**config.mk**
```make
export PLATFORM = sky130hd
export DESIGN_NAME = tag_req_queue
export DESIGN_NICKNAME = d
export VERILOG_FILES = /design/src/rtl/tag_req_queue.sv
export SDC_FILE = /design/constraint.sdc
export NUM_CORES = 1
export LEC_CHECK = 0
export ABC_AREA = 1
export CAP_MARGIN = 30
export CELL_PAD_IN_SITES_DETAIL_PLACEMENT = 0
export CELL_PAD_IN_SITES_GLOBAL_PLACEMENT = 2
export CORE_MARGIN = 5
export CORE_UTILIZATION = 40
export CTS_BUF_LIST = sky130_fd_sc_hd__clkbuf_4 sky130_fd_sc_hd__clkbuf_8
export CTS_CLUSTER_DIAMETER = 200
export DETAILED_ROUTE_END_ITERATION = 8
export PLACE_DENSITY_LB_ADDON = 0.3
export SYNTH_ARGS = -nofsm -noshare
export SYNTH_HDL_FRONTEND = slang
export SYNTH_SLANG_ARGS = --single-unit
```
**constraint.sdc**
```tcl
create_clock -name clk -period 6.4 [get_ports clk]
set_input_delay 1.28 -clock clk [delete_from_list [all_inputs] [get_ports clk]]
set_output_delay 1.28 -clock clk [all_outputs]
set_load 0.02 [all_outputs]
```
**src/rtl/tag_req_queue.sv**
```systemverilog
// Tag request queue: buffers host requests in order, issues one AXI AR per
// entry for its tag line, and pops the head when the comparator consumes it.
module tag_req_queue #(
  parameter int              DEPTH          = 8,
  parameter int              AEMPTY_TH      = 1,
  parameter int              INDEX_BIT_SIZE = 8,
  parameter int              ADDR_W         = 64,
  parameter logic [ADDR_W-1:0] TAG_BASE     = '0
) (
  input  logic                       clk,
  input  logic                       rst,
  input  logic                       req_valid_i,
  output logic                       req_ready_o,
  input  logic [80:0]                req_data_i,
  output logic                       arvalid_o,
  input  logic                       arready_i,
  output logic [ADDR_W-1:0]          araddr_o,
  input  logic                       fifo_pop_i,
  output logic                       fifo_aempty_o,
  output logic [80:0]                fifo_data_o,
  output logic [$clog2(DEPTH):0]     count_o,
  output logic                       err_o
);

  localparam int AW = $clog2(DEPTH);
  localparam int PW = AW + 1;

  typedef enum logic {S_IDLE, S_ADDR} state_t;

  state_t          state;
  logic [80:0]     mem [DEPTH];
  logic [PW-1:0]   wr_ptr;
  logic [PW-1:0]   iss_ptr;
  logic [PW-1:0]   rd_ptr;
  logic [PW-1:0]   count;
  logic            push;
  logic            pop_ok;
  logic [ADDR_W-1:0] ar_next;

  assign count         = wr_ptr - rd_ptr;
  assign count_o       = count;
  assign req_ready_o   = count < PW'(DEPTH);
  assign fifo_aempty_o = count <= PW'(AEMPTY_TH);
  assign push          = req_valid_i & req_ready_o;
  assign pop_ok        = fifo_pop_i & (rd_ptr != iss_ptr);

  assign fifo_data_o = (count == '0) ? '0
                     : mem[rd_ptr[AW-1:0]];

  assign ar_next = TAG_BASE
    + (ADDR_W'(mem[iss_ptr[AW-1:0]][INDEX_BIT_SIZE-1:0]) << 3);

  // Entry storage; contents are only observed while the slot is live.
  always_ff @(posedge clk) begin
    if (push) mem[wr_ptr[AW-1:0]] <= req_data_i;
  end

  // Write and read pointers; a pop only retires entries already issued.
  always_ff @(posedge clk or posedge rst) begin
    if (rst) begin
      wr_ptr <= '0;
      rd_ptr <= '0;
    end else begin
      if (push)   wr_ptr <= wr_ptr + 1'b1;
      if (pop_ok) rd_ptr <= rd_ptr + 1'b1;
    end
  end

  // Sticky error when the comparator pops something with no AR sent.
  always_ff @(posedge clk or posedge rst) begin
    if (rst) err_o <= 1'b0;
    else if (fifo_pop_i && !pop_ok) err_o <= 1'b1;
  end

  // AR issue FSM: one outstanding address phase at a time.
  always_ff @(posedge clk or posedge rst) begin
    if (rst) begin
      state     <= S_IDLE;
      iss_ptr   <= '0;
      arvalid_o <= 1'b0;
      araddr_o  <= '0;
    end else begin
      unique case (state)
        S_IDLE: begin
          if (iss_ptr != wr_ptr) begin
            araddr_o  <= ar_next;
            arvalid_o <= 1'b1;
            state     <= S_ADDR;
          end
        end
        S_ADDR: begin
          if (arready_i) begin
            iss_ptr   <= iss_ptr + 1'b1;
            arvalid_o <= 1'b0;
            state     <= S_IDLE;
          end
        end
        default: state <= S_IDLE;
      endcase
    end
  end

endmodule

```
==> flow_summary.yaml <==
grt:
  grt_overflow: 0
  grt_pass1_wl_um: 114000
  grt_max_degree: 201
  antenna_violations_before_repair: 7
  track_usage_pct: 18.8
  grt_pass1_vias: 18958
logic_synthesis:
  syn-mean-instance-area_um2: 10.5
  netlist_area_mm2: 0.0292
  synth.distinct_cells: 27
  synth.ff_latch_count: 671
  post_synthesis_sequential_area_ratio_pct: 68.7
  yosys_warnings: 0
  synthesis.instances: 2774
timing:
  timing.final.setup_violations: 0
  clock_skew_ns: 0.0351
  worst-slew-pin-transition_ns: 1.08
  finalWorstPathRequiredPeriod_ns: 5.53
  rsz0062_at_grt: "false"
  final-hold-violation-count: 0
  setup-tns-final_ns: 0
  final_max_slew_viol_count: 0
  max_slew_margin_pct: 27.8
  min_period_over_period_pct: 86.3
  maxClockFrequency_mhz: 181
floorplanning:
  rows: 99
  effective_utilization_at_floorplan_pct: 40.2
  design.die.area_mm2: 0.0784
  core_area_mm2: 0.0726
  floorplan.die.height_um: 280
  die-width_um: 280
  ios: 239
cells_and_area:
  multi_input_area_mm2: 0.00791
  nets: 3042
  nFillCells: 6703
  layout_cells_sized_above_1_pct: 9.77
  layout_common_cells: "sky130_fd_sc_hd__nand2_1, sky130_fd_sc_hd__edfxtp_1, sky130_fd_sc_hd__nor2_1, sky130_fd_sc_hd__nand3_1, sky130_fd_sc_hd__clkdlybuf4s50_1"
  area_growth_pct: 16.3
  reg_area_mm2: 0.0200
  most_common_cell_after_layout_fill_and_taps_aside: "sky130_fd_sc_hd__nand2_1"
  fin_util_pct: 46.7
outcome:
  outcome: "finished, final reports clean"
detailed_routing:
  via_count: 19413
  initialDrtViolationCount: 1296
  drc: 0
  routed_wl_um: 75300
  wl_met3_um: 3900
  drt-pass1-iter-count: 5
  routedLengthMet1_um: 34200
  wire_per_inst_um: 18.8
  met2_wirelength_um: 35800
  ant_nets_after_route: 0
  maxUsedRoutingLayer: "met5"
  vias_per_cell: 4.85
worst_hold_path:
  worst_hold_path_type: "register to register"
clock_network:
  cts_resized: 0
  post_cts_buffers: 0
  cts.path.max_buffers: 3
  cts_made_buffers: 112
  tritoncts: "built"
  insertion_delay_ns: 0.72
  cts_hold_repair.buffers: 0
  htreeDepth: 3
  clock-sinks: 671
  clock_tree.root_cell: "sky130_fd_sc_hd__clkbuf_8"
  path_clk_slew_ns: 0.06
placed_design:
  hpwl_after_detailed_placement_um: 36000
  routabilityCongestion: 0.729
  port_buffer_count: 182
power_and_ir_drop:
  leakagePower_nw: 13.2
  power_density_mw_per_mm2: 504
  worst_ir_drop_vdd_mv: 0.732
run:
  max_cap_viol_count: 0
critical_path:
  cp-start-kind: "register"
  crit_path_max_fanout: 200
  timing.critical_path.arrival_ns: 4.25
  timing.setup.critical_path_class: "register to output port"
  end_kind: "output port"
  critical_path_required_ns: 5.12
-- routing by layer --
| layer | GRT usage (%) | up-vias |
|---|---|---|
| met5 | 0 | - |
| met3 | 3.95 | 114 |
| li1 | - | 9393 |
| met1 | 25.7 | 9452 |
| met2 | 31.1 | 442 |
| met4 | 4.58 | 12 |
-- power breakdown --
group	switching, mW	internal [mW]	leakage [nW]
registers	0.211	5.44	6.13
clock network	1.69	1.89	1.13
logic	5.10	2.76	5.99
-- state kept, by name, summed over array words and instances, names as in the netlist --
register	flops
rd_ptr	4
araddr_o	8
mem	648
wr_ptr	4
err_o	1
state	1
arvalid_o	1
iss_ptr	4
-- stage by stage --
stage               setup WS, ns  cell area (um2)  hold WS, ns  power [mW]  std cells
floorplan                  0.621            29400        0.486        10.7       2829
global placement            1.70            31800        0.459        13.6       3793
detailed placement          1.68            31800        0.467        13.7       3794
CTS                        0.891            33900        0.481        17.3       4000
global route               0.629            33900        0.500        18.3       4000
finish                     0.875            33900        0.476        17.1       4002
-- kinds of logic (layout without fill, tap and decap cells) --
kind of cell    after synthesis  after routing  share of synthesized area (%)
simple gates               1762           1762                           25.4
flops                       671            671                           68.7
buf+inv                     314            526                           5.15
xor+xnor                     12             12                          0.360
fa+ha+maj                     7              7                          0.326
compound gates                7              7                          0.129
other cells                   1             58                         0.0129
-- path summary, 6_finish.rpt --
path | from | endpoint | slack (ns) | depth (start not counted)
max reg2reg | wr_ptr[2]$_DFFE_PP0P_ | mem[1][80]$_DFFE_PP_ | 2.86 | 7
max in group asynchronous | rst | rd_ptr[2]$_DFFE_PP0P_ | 4.65 | 2
min reg2reg | araddr_o[6]$_DFFE_PP0P_ | araddr_o[6]$_DFFE_PP0P_ | 0.48 | 2
min | araddr_o[6]$_DFFE_PP0P_ | araddr_o[6]$_DFFE_PP0P_ | 0.48 | 2
min in group asynchronous | rst | err_o$_DFFE_PP0P_ | 1.07 | 2
max | rd_ptr[0]$_DFFE_PP0P_ | fifo_data_o[63] | 0.87 | 11
-- critical path, cell delays in order, from the launching register on --
cell and delay, ns:
sky130_fd_sc_hd__dfrtp_4 0.47, sky130_fd_sc_hd__buf_12 0.58, sky130_fd_sc_hd__buf_4 0.83, sky130_fd_sc_hd__nor2_1 0.11, sky130_fd_sc_hd__nor2_1 0.12, sky130_fd_sc_hd__nand2_1 0.07, sky130_fd_sc_hd__nand2_1 0.06, sky130_fd_sc_hd__nand2_1 0.05
sky130_fd_sc_hd__nand2_1 0.18, sky130_fd_sc_hd__nand2_1 0.07, sky130_fd_sc_hd__inv_1 0.08, sky130_fd_sc_hd__clkdlybuf4s50_1 0.61
-- cell usage after synthesis (all sizes together) --
cell type,instances,area [um2]
clkinv,3,11.3
xor2,11,96.3
buf,148,878
nand2,968,3640
nor3,1,5.00
conb,1,3.75
edfxtp,648,19500
clkbuf,54,203
dfrtp,23,576
fa,1,20.0
xnor2,1,8.76
o21ai,4,20.0
o21bai,1,7.51
nand3,303,1520
a21oi,2,10.0
nor2,332,1250
ha,6,75.1
or2,158,988
inv,109,409
-- final cells by class --
| class | instances | share of cell area [%] |
|---|---|---|
| Sequential cell | 671 | 59.1 |
| Antenna cell | 2 | 0.0148 |
| Inverter | 112 | 1.28 |
| Timing Repair Buffer | 208 | 6.45 |
| Multi-Input combinational cell | 1844 | 23.3 |
| Clock inverter | 54 | 0.804 |
| Clock buffer | 152 | 5.49 |
| Tap cell | 959 | 3.54 |
(Power assumes the default switching activity.)
==> RTL edit 1 (config.mk and constraints unchanged) <==
Change the parameter `ADDR_W` from 64 to 56.
--- a/src/rtl/tag_req_queue.sv
+++ b/src/rtl/tag_req_queue.sv
@@ -6,3 +6,3 @@
   parameter int              INDEX_BIT_SIZE = 8,
-  parameter int              ADDR_W         = 64,
+  parameter int              ADDR_W         = 56,
   parameter logic [ADDR_W-1:0] TAG_BASE     = '0
Interface: changed (resized araddr_o); port bits go from 239 to 231. No check against the original RTL was run, so the function may have changed too.
==> RTL edit 1 against the unedited design <==
Setup slack worse by 0.084 ns. Synthesized area is 0.21% lower. Register-to-register slack worse by 0.42 ns. Sequential share of layout area is 0.096 points lower. Power hardly changed. Critical endpoint is now fifo_data_o[36]. Final area is 0.16% higher. Sequential cell count stayed put. Largest power group unchanged. Routed wire length is 0.68% lower.
==> RTL edit 1: results (changes against the unedited design) <==
| Metric | Value |
|---|---|
| Vias in the first global route | `19,300 (+2.1%)` |
| Fin nets | `3,046 (+0.13%)` |
| Net Sw Power | `6.95 mW (-0.76%)` |
| Placed Cells | `3,795 (+0.026%)` |
| Crit path to | `fifo_data_o[36]` |
| Worst Hold End | `araddr_o[7]$_DFFE_PP0P_` |
| Storage element area | `20,000 µm² (unchanged)` |
| Leak Pwr | `13.3 nW (+0.37%)` |
| Critical path's largest stage delay | `0.80 ns (-0.03 ns)` |
| Multi-input gate share of the layout cell area | `23.2% (-0.13 points)` |
| Fin Hold WS | `0.479 ns (+0.00359 ns)` |
| Status | `finished clean` |
| Clock-cell share of area | `6.37% (+0.078 points)` |
| Setup bufs post-CTS | `0 (unchanged)` |
| Layout cell share with drive strength beyond 1 | `10.4% (+0.67 points)` |
| Initial detailed-routing violation count | `1,206 (-6.9%)` |
| Synth area leaders | `edfxtp_1 67%, nand2_1 12%, nand3_1 5.2%` |
| Routability Congestion | `0.740 (+1.5%)` |
| Data buffer area share | `6.59% (+0.14 points)` |
| Reg-to-reg endpoint | `mem[7][28]$_DFFE_PP_` |
| Routed WL | `74.8 mm (-0.68%)` |
| Sequential area share after synthesis | `68.8% (+0.14 points)` |
| Slew @ Worst Pin | `1.00 ns (-0.0782 ns)` |
| VDD IR-drop max | `460 µV (-37%)` |
| R2r worst-path depth | `8 (+1)` |
| FF-to-FF setup slack | `2.44 ns (-0.42 ns)` |
| Synthesized netlist cell count | `2,766 (-0.29%)` |
| Fraction of area in registers | `59.0% (-0.096 points)` |
| Post_cts resized | `0 (unchanged)` |
| Clock buffer cells | `166 (+9.2%)` |
| Num CTS Buffers | `114 (+1.8%)` |
| Bufs w/o clock | `218 (+4.8%)` |
| WL per Instance | `18.6 µm (-0.85%)` |
| Antenna diodes | `4 (+2)` |
| Area post-placement | `31,800 µm² (about the same)` |
| Reg-to-Reg Start | `rd_ptr[1]$_DFFE_PP0P_` |
| Multi-input gates | `1,836 (-0.43%)` |
| Setup slack at placement | `1.52 ns (-0.159 ns)` |
| Critical Path AT | `4.33 ns (+0.08 ns)` |
| Global-route wire length before repair | `114 mm (about the same)` |
| Maximum net fanout on the critical path | `166 (-17%)` |
| Filler cells | `6,764 (+0.91%)` |
| Cell row count | `99 (unchanged)` |
| Hold Crit Start | `araddr_o[7]$_DFFE_PP0P_` |
| Gr usage total | `18.8% (-0.031 points)` |
| Largest net degree at the start of global routing | `167 (-17%)` |
| Fmax | `178 MHz (-1.5%)` |
| Critical-path top delay cell | `dfrtp_4` |
RTL edit 1: cell count changes after synthesis:
| cell | unedited run | this run |
|---|---|---|
| buf_4 | 64 | 56 |
RTL edit 1: cells by family (layout without fill, tap and decap cells):
kind of cell,count (synthesis),after routing,share of synthesized area (%)
xor+xnor,12,12,0.361
compound gates,7,7,0.129
simple gates,1762,1762,25.4
other cells,1,52,0.0129
fa+ha+maj,7,7,0.327
buf+inv,306,539,4.95
flops,671,671,68.8
RTL edit 1: layer usage:
metal | part of all wire (%) | routed length [µm] | global-route usage (%)
met3 | 6.2 | 4610 | 3.68
met1 | 45 | 33300 | 25.6
met4 | 1.9 | 1420 | 5.20
met2 | 47 | 35300 | 30.9
met5 | 0.068 | 51 | 0
RTL edit 1: power by group through the flow:
stage	sequential, mW	clock [mW]	combinational (mW)
5_1_grt	5.74	3.97	8.65
4_1_cts	5.70	3.78	7.92
6_report	5.69	3.64	7.77
3_5_place_dp	5.78	0	7.89
2_1_floorplan	5.75	0	4.91
3_3_place_gp	5.77	0	7.83
==> RTL edit 2 (same flow settings) <==
Made on the original files. Put a register stage on the output `count_o`, cleared by the reset. The value now appears one clock later. The other outputs are not delayed to match.
--- a/src/rtl/tag_req_queue.sv
+++ b/src/rtl/tag_req_queue.sv
@@ -40,3 +40,9 @@
   assign count         = wr_ptr - rd_ptr;
-  assign count_o       = count;
+  always_ff @(posedge clk or posedge rst) begin
+    if (rst) begin
+      count_o <= '0;
+    end else begin
+      count_o <= count;
+    end
+  end
   assign req_ready_o   = count < PW'(DEPTH);
Check against the original RTL: not equivalent (a bounded check fails within 4 cycles, from zero or initial values and one cycle with rst high).
==> RTL edit 2 against the unedited design <==
Critical path depth decreased by 2. Die area increased by 0.35%. Power increased by 0.17%. Routed wire length decreased by 0.22%. Combinational power decreased by 1%. Register-to-register slack got worse by 0.18 ns. Sequential cell count increased by 4. Clock skew decreased by 0.0099 ns. Synthesized area increased by 0.36%. Critical path type unchanged. Synthesized cell count increased by 0.14%. First-iteration DRC count decreased by 10%. Final area increased by 0.56%. Setup slack got worse by 0.12 ns. Non-clock buffer count increased by 7.
==> RTL edit 2: results (changes against the unedited design) <==
| Metric | Value |
|---|---|
| Async SR Flop Fraction | `4.00% (+0.57 points)` |
| Distinct cells, synth | `26 (-3.7%)` |
| Reg-to-Reg Start | `rd_ptr[0]$_DFFE_PP0P_` |
| VDD IR-drop max | `1110 µV (+51%)` |
| Sequential area share after synthesis | `68.8% (+0.095 points)` |
| Layout cell share with drive strength beyond 1 | `10.4% (+0.61 points)` |
| Setup slack at placement | `1.43 ns (-0.246 ns)` |
| Gr usage total | `18.7% (-0.13 points)` |
| Global-route wire length before repair | `114 mm (-0.63%)` |
| Drt pass-1 iters | `8 (+3)` |
| Critical path's largest stage delay | `0.73 ns (-0.10 ns)` |
| Via count | `19,300 (-0.83%)` |
| Area post-placement | `31,900 µm² (+0.46%)` |
| DP Wirelength | `37.9 mm (+5.5%)` |
| Synthesized netlist cell count | `2,778 (+0.14%)` |
| Reg-to-reg endpoint | `mem[5][65]$_DFFE_PP_` |
| Fin nets | `3,057 (+0.49%)` |
| WL per Instance | `18.7 µm (-0.61%)` |
| Initial detailed-routing violation count | `1,164 (-10%)` |
| Synth area leaders | `edfxtp_1 66%, nand2_1 12%, nand3_1 5.2%` |
| FF-to-FF setup slack | `2.68 ns (-0.18 ns)` |
| R2r worst-path depth | `9 (+2)` |
| WHS Path Cells | `1 (-1)` |
| Slew @ Worst Pin | `1.11 ns (+0.0319 ns)` |
| Routed WL | `75.1 mm (-0.22%)` |
| Synth top cells by count | `968 x nand2_1, 648 x edfxtp_1, 331 x nor2_1` |
| Routability Congestion | `0.734 (+0.60%)` |
| Leak Pwr | `13.4 nW (+0.93%)` |
| Clock latency on the worst-skew pair | `0.70 ns (-0.02 ns)` |
| Worst Hold End | `err_o$_DFFE_PP0P_` |
| Critical Path AT | `4.36 ns (+0.11 ns)` |
| Status | `finished clean` |
| Final Skew | `0.0252 ns (-0.00989 ns)` |
| Largest net degree at the start of global routing | `219 (+9.0%)` |
| PD cells | `502 nW/µm² (-0.38%)` |
## RTL edit 2: changes by cell type after synthesis
cell | unedited run | this run
clkbuf_1 | 54 | 49
clkinv_1 | 3 | 2
inv_2 | 3 | 5
inv_1 | 106 | 105
dfrtp_1 | 23 | 27
a21oi_1 | 2 | 3
buf_6 | 1 | 0
nand2_1 | 967 | 968
nor2_1 | 332 | 331
buf_1 | 23 | 25
buf_4 | 64 | 67
## RTL edit 2: worst reg2reg max path: cells and delay by family (launching register included)
kind | cells | cell delay [ns]
buffers and inverters | 2 | 0.67
adders and majority gates | 1 | 0.30
DFF | 1 | 0.67
and+or+nand+nor | 6 | 1.67
## RTL edit 2: worst max-delay path by stage
stage	start	end	slack, ns	cells after the start
global route	rd_ptr[0]$_DFFE_PP0P_	fifo_data_o[44]	0.44	9
finish	rd_ptr[0]$_DFFE_PP0P_	fifo_data_o[47]	0.76	9
detailed placement	rd_ptr[0]$_DFFE_PP0P_	fifo_data_o[47]	1.43	9
floorplan	rd_ptr[2]$_DFFE_PP0P_	mem[0][0]$_DFFE_PP_	0.62	9
CTS	rd_ptr[0]$_DFFE_PP0P_	fifo_data_o[47]	0.65	9
global placement	rd_ptr[0]$_DFFE_PP0P_	fifo_data_o[48]	1.67	9
## RTL edit 2: cell type report
cell class	count	area share (%)
clock inverter	49	0.668
tap	959	3.52
sequential	675	59.1
clock buffer	159	5.70
multi-input combinational	1845	23.2
antenna	4	0.0293
timing repair buffer	215	6.53
inverter	112	1.27
## RTL edit 2: cell families after synthesis
| logic type | synth area share (%) |
|---|---|
| and+or+nand+nor | 25.3 |
| DFF | 68.8 |
| buffers and inverters | 5.13 |
| xor gates and xnor gates | 0.359 |
| AOI/OAI and AO/OA | 0.145 |
| adders and majority gates | 0.325 |
| other | 0.0128 |
## RTL edit 2: power breakdown
part | internal [mW] | total (mW) | switching [mW]
Combinational | 2.73 | 7.77 | 5.03
Clock | 1.95 | 3.65 | 1.70
Sequential | 5.48 | 5.71 | 0.226
## RTL edit 2: metal layers
metal / global-route usage, % / vias to the layer above / part of all wire (%)
met4: 5.12 / 4 / 2.0
met3: 3.44 / 119 / 4.6
met5: 0 / - / 0.036
met2: 30.9 / 451 / 48
met1: 25.5 / 9254 / 45
li1: - / 9423 / -
